### src/rtl/inning_scoreboard.sv
// inning_scoreboard: baseball game-state tracker driven by one-hot at-bat results
module inning_scoreboard (
  input  logic       clk,
  input  logic       reset,
  input  logic [4:0] hitout,
  input  logic       hit_valid,
  output logic       ready,
  output logic [2:0] bases,
  output logic [1:0] outs,
  output logic [3:0] inning,
  output logic       top_half,
  output logic [6:0] score_away,
  output logic [6:0] score_home,
  output logic       bad_event,
  output logic       game_over
);
  typedef enum logic [1:0] {PLAY, CHANGE, OVER} state_t;
  state_t     state_q, state_d;
  logic [2:0] bases_q, bases_d;
  logic [1:0] outs_q, outs_d;
  logic [3:0] inning_q, inning_d;
  logic       top_q, top_d;
  logic [6:0] away_q, away_d, home_q, home_d;
  logic       bad_q, bad_d;
  logic       one_hot, end_game;
  logic [2:0] k, runs;
  logic [7:0] adv, away_sum, home_sum;
  logic [6:0] away_sat, home_sat;
  // next-state: runner advance, scoring, outs, half-inning change and game-over decision
  always_comb begin
    state_d  = state_q;
    bases_d  = bases_q;
    outs_d   = outs_q;
    inning_d = inning_q;
    top_d    = top_q;
    away_d   = away_q;
    home_d   = home_q;
    bad_d    = 1'b0;
    one_hot  = (hitout != 5'd0) && ((hitout & (hitout - 5'd1)) == 5'd0);
    k        = hitout[4] ? 3'd1 : hitout[3] ? 3'd2 : hitout[2] ? 3'd3 : 3'd4;
    adv      = {4'b0, bases_q, 1'b1} << k;
    runs     = {2'b0, adv[7]} + {2'b0, adv[6]} + {2'b0, adv[5]} + {2'b0, adv[4]};
    away_sum = {1'b0, away_q} + {5'b0, runs};
    home_sum = {1'b0, home_q} + {5'b0, runs};
    away_sat = (away_sum > 8'd99) ? 7'd99 : away_sum[6:0];
    home_sat = (home_sum > 8'd99) ? 7'd99 : home_sum[6:0];
    end_game = top_q ? (inning_q >= 4'd9 && home_q > away_q)
                     : ((inning_q >= 4'd9 && home_q != away_q) || inning_q == 4'd12);
    case (state_q)
      PLAY: begin
        if (hit_valid) begin
          if (!one_hot) begin
            bad_d = 1'b1;
          end else if (hitout[0]) begin
            outs_d  = outs_q + 2'd1;
            state_d = (outs_q == 2'd2) ? CHANGE : PLAY;
          end else begin
            bases_d = adv[3:1];
            away_d  = top_q ? away_sat : away_q;
            home_d  = top_q ? home_q : home_sat;
            state_d = (!top_q && inning_q >= 4'd9 && home_sat > away_q) ? OVER : PLAY;
          end
        end
      end
      CHANGE: begin
        bases_d  = 3'd0;
        outs_d   = 2'd0;
        state_d  = end_game ? OVER : PLAY;
        top_d    = end_game ? top_q : !top_q;
        inning_d = (!end_game && !top_q) ? inning_q + 4'd1 : inning_q;
      end
      default: ;
    endcase
  end
  // state registers with synchronous reset to the start of the game
  always_ff @(posedge clk) begin
    if (reset) begin
      state_q  <= PLAY;
      bases_q  <= 3'd0;
      outs_q   <= 2'd0;
      inning_q <= 4'd1;
      top_q    <= 1'b1;
      away_q   <= 7'd0;
      home_q   <= 7'd0;
      bad_q    <= 1'b0;
    end else begin
      state_q  <= state_d;
      bases_q  <= bases_d;
      outs_q   <= outs_d;
      inning_q <= inning_d;
      top_q    <= top_d;
      away_q   <= away_d;
      home_q   <= home_d;
      bad_q    <= bad_d;
    end
  end
  assign ready      = (state_q == PLAY);
  assign game_over  = (state_q == OVER);
  assign bases      = bases_q;
  assign outs       = outs_q;
  assign inning     = inning_q;
  assign top_half   = top_q;
  assign score_away = away_q;
  assign score_home = home_q;
  assign bad_event  = bad_q;
endmodule
### config.mk
export PLATFORM = sky130hd
export DESIGN_NAME = inning_scoreboard
export DESIGN_NICKNAME = d
export VERILOG_FILES = /design/src/rtl/inning_scoreboard.sv
export SDC_FILE = /design/constraint.sdc
export NUM_CORES = 1
export LEC_CHECK = 0
export ABC_AREA = 0
export CAP_MARGIN = 20
export CORE_ASPECT_RATIO = 1.25
export CORE_UTILIZATION = 50
export DETAILED_ROUTE_END_ITERATION = 16
export PLACE_DENSITY = 0.77
export SYNTH_ARGS = -nofsm -noshare
export SYNTH_HDL_FRONTEND = slang
export SYNTH_SLANG_ARGS = --single-unit
### constraint.sdc
create_clock -name clk -period 5.5 [get_ports clk]
set_clock_uncertainty 0.05 [all_clocks]
set_input_delay 1.1 -clock clk [delete_from_list [all_inputs] [get_ports clk]]
set_output_delay 1.1 -clock clk [all_outputs]
set_load 0.005 [all_outputs]
==> out/metrics.yaml <==
hold_start: "outs[0]"
syn_area_mm2: 0.00237
critPathCaptureType: "flop"
drive_gt1_share_pct: 13.9
cp_data_arrival_time_ns: 5.32
rr_worst_depth: 22
place_congestion: 0.920
grt_busiest_layer: "met2"
async_flop_share_pct: 0
synth.area.top_cells: "dfxtp_1 23%, ha_1 14%, a21oi_1 6.3%"
antenna_found_initial: 0
reg2reg_from: "bases[0]"
ys_types: 63
cap_violations: 0
first_pass_iters: 4
grt_pass1_wl_um: 9580
tns_ns: 0
tightest_slew_ns: 0.960
clk_transition_reported_paths_ns: 0.10
layout.nets: 390
drc: 0
synth_edf_count: 0
initial_utilization_pct: 53.1
switching_share_pct: 26.4
peakVddDrop_mv: 0.0910
globalRouteOverflowTotal: 0
path_delay_family: "adder cells"
slew_violations: 0
synth_top_cell_by_area: "dfxtp_1"
yosysWarnings: 0
max_freq_ghz: 0.191
syn_area_per_cell_um2: 7.86
hold-path-endpoint: "outs[0]"
drtIter0Drc: 98
setup_violations: 0
syn_to_final_growth_pct: 26.2
regToRegEndpoint: "state_q[1]"
p_seq_share_pct: 53.8
p_int_uw: 275
crit_slowest_cell: "fa_1"
dp.cells: 406
maxSlewHeadroom_pct: 35.8
ys_seq_elements: 27
final.min_clock_period_ns: 5.25
yosysSeqAreaShare_pct: 22.8
antenna_left: 0
core_mm2: 0.00446
use_met3_pct: 1.44
synth_top_flop_cell: "dfxtp_1"
finalWirelength_um: 5790
synth_cells: 301
worstPathMaxFanout: 7
power.density_mw_per_mm2: 125
ctsHtreeMaxLevel: 1
finalHoldViolations: 0
io_buffers: 34
p_switching_uw: 98.5
leakagePower_uw: 0.00123
combinationalPowerShare_pct: 14.8
rows: 27
vias: 2356
cts_tree: "done"
clock_path_buffers: 2
use_met2_pct: 41.4
synth.top_cell.area_share_pct: 22.8
cts_sinks: 27
clk_latency_ns: 0.28
dpl.hpwl_um: 4470
die_h_um: 78.9
cts_buffers: 3
dieArea_mm2: 0.00501
grt_usage_pct: 23.7
crit_buf_inv: 3
r2r_setup_slack_ns: 0.98
synth.net_count: 338
criticalPathCategory: "primary input to flop"
die_w_um: 63.5
pin_count: 35
grt_pass1_vias: 2133
cp_cell_sequence: "dlygate4sd2_1, buf_4, nor3_2, and2_1, fa_1, ha_2, ha_1, inv_1, fa_2, xor2_1, xnor2_1, o31a_1, a211o_1, a21oi_4, o21a_1, ha_1, a21oi_2, nor2b_1, o21ai_0, o21ai_0, o21ai_1, a211oi_1"
fin_cells: 410
cts-root-buf: "clkbuf_8"
grt_max_degree: 24
worstPathRequired_ns: 5.57
post-route-period-util_pct: 95.4
status: "finished, final reports clean"
antenna_cells: 0
pwr-share-clk_pct: 31.4
slowest_delay_ns: 0.42
viasPerCell: 5.75
rsz0062_at_grt: "false"
hold-path-cell-count: 2
hold_class: "flop to flop"
grt_use_met1_pct: 30.0
worstSetupStartpointType: "primary input"
wire_per_inst_um: 14.1
layout by cell type (no fill, tap or decap), types with 5 or more instances in the layout:
cell type,n
nand2_1,17
xor2_1,5
o21ai_0,11
buf_4,25
and3_1,5
a21oi_1,29
a211o_1,5
and2_1,5
dfxtp_1,27
nor3_1,7
nand3_1,10
inv_1,23
nor2_1,32
ha_1,24
a21o_1,5
clkdlybuf4s50_1,31
o21ai_1,6
how the worst max path moves through the flow:
| stage | start | endpoint | slack [ns] | cells after the start |
|---|---|---|---|---|
| final | hitout[2] | state_q[1] | 0.25 | 22 |
| after global routing | hitout[2] | state_q[1] | 0.02 | 23 |
| after CTS | hitout[4] | state_q[1] | 0.05 | 21 |
| after detailed placement | hitout[2] | state_q[1] | -0.48 | 22 |
| after global placement | hitout[2] | state_q[1] | -0.35 | 22 |
| after floorplan | hitout[3] | state_q[1] | 0.15 | 22 |
layout make-up:
| class | instances | area, µm² |
|---|---|---|
| sequential | 27 | 541 |
| fill | 404 | 1470 |
| inverter | 23 | 86.3 |
| timing repair buffer | 59 | 528 |
| tap | 58 | 72.6 |
| clock inverter | 1 | 5.00 |
| multi-input combinational | 239 | 1710 |
| clock buffer | 3 | 41.3 |
synth_stat cells (6+ instances only):
master and number:
nor2_1 32, a21oi_1 30, dfxtp_1 27, ha_1 26
inv_1 23, nand2_1 17, o21ai_0 13, nand3_1 10
nor3_1 8, clkbuf_1 6
metal layers:
layer,share of wire [%],vias up
li1,-,1185
met1,46,1113
met2,49,50
met3,3.6,8
met4,1.3,0
met5,0,-
logic make-up (layout without fill, tap and decap cells):
family | Yosys count | after routing | synth area share (%)
AOI/OAI and AO/OA | 87 | 87 | 25.2
xor gates and xnor gates | 9 | 9 | 3.33
adders and majority gates | 29 | 29 | 16.3
buffers and inverters | 35 | 86 | 5.87
DFF | 27 | 27 | 22.8
muxes | 6 | 6 | 2.70
and+or+nand+nor | 108 | 108 | 23.7
worst min-delay path, cell delays in order (launching register included):
cell	delay (ns)
dfxtp_1	0.34
a21oi_1	0.13
nor2_1	0.04
power by group through the flow:
stage,clock network (µW),logic (µW),registers [µW]
after detailed placement,0,54.5,206
after CTS,120,54.7,201
after floorplan,0,32.4,204
after global placement,0,53.3,205
after global routing,127,61.4,202
final,117,55.4,201
state kept, by name, summed over array words and instances, names as in the netlist:
| register | cells |
|---|---|
| bases | 3 |
| outs | 2 |
| score_away | 7 |
| inning | 4 |
| top_half | 1 |
| score_home | 7 |
| bad_event | 1 |
| state_q | 2 |
through the flow:
stage	setup WS [ns]	utilization, %	area (µm²)	hold WS [ns]	total power (µW)
finish	0.253	67.0	2990	0.499	374
global route	0.0161	67.0	2990	0.555	391
CTS	0.0545	66.4	2960	0.505	375
detailed placement	-0.476	65.3	2910	0.488	260
global placement	-0.350	65.3	2910	0.464	259
floorplan	0.147	-	2370	0.457	237
what timing repair did:
| item | 4_1_cts | 5_1_grt |
|---|---|---|
| endpoints found under the setup margin | 1 | 1 |
| gates resized for setup | 4 | 6 |
| buffers inserted | 0 | 0 |
| pin swaps | 1 | 3 |
| hold buffers | 0 | 0 |
No activity file was read; power rests on OpenSTA's default activity.
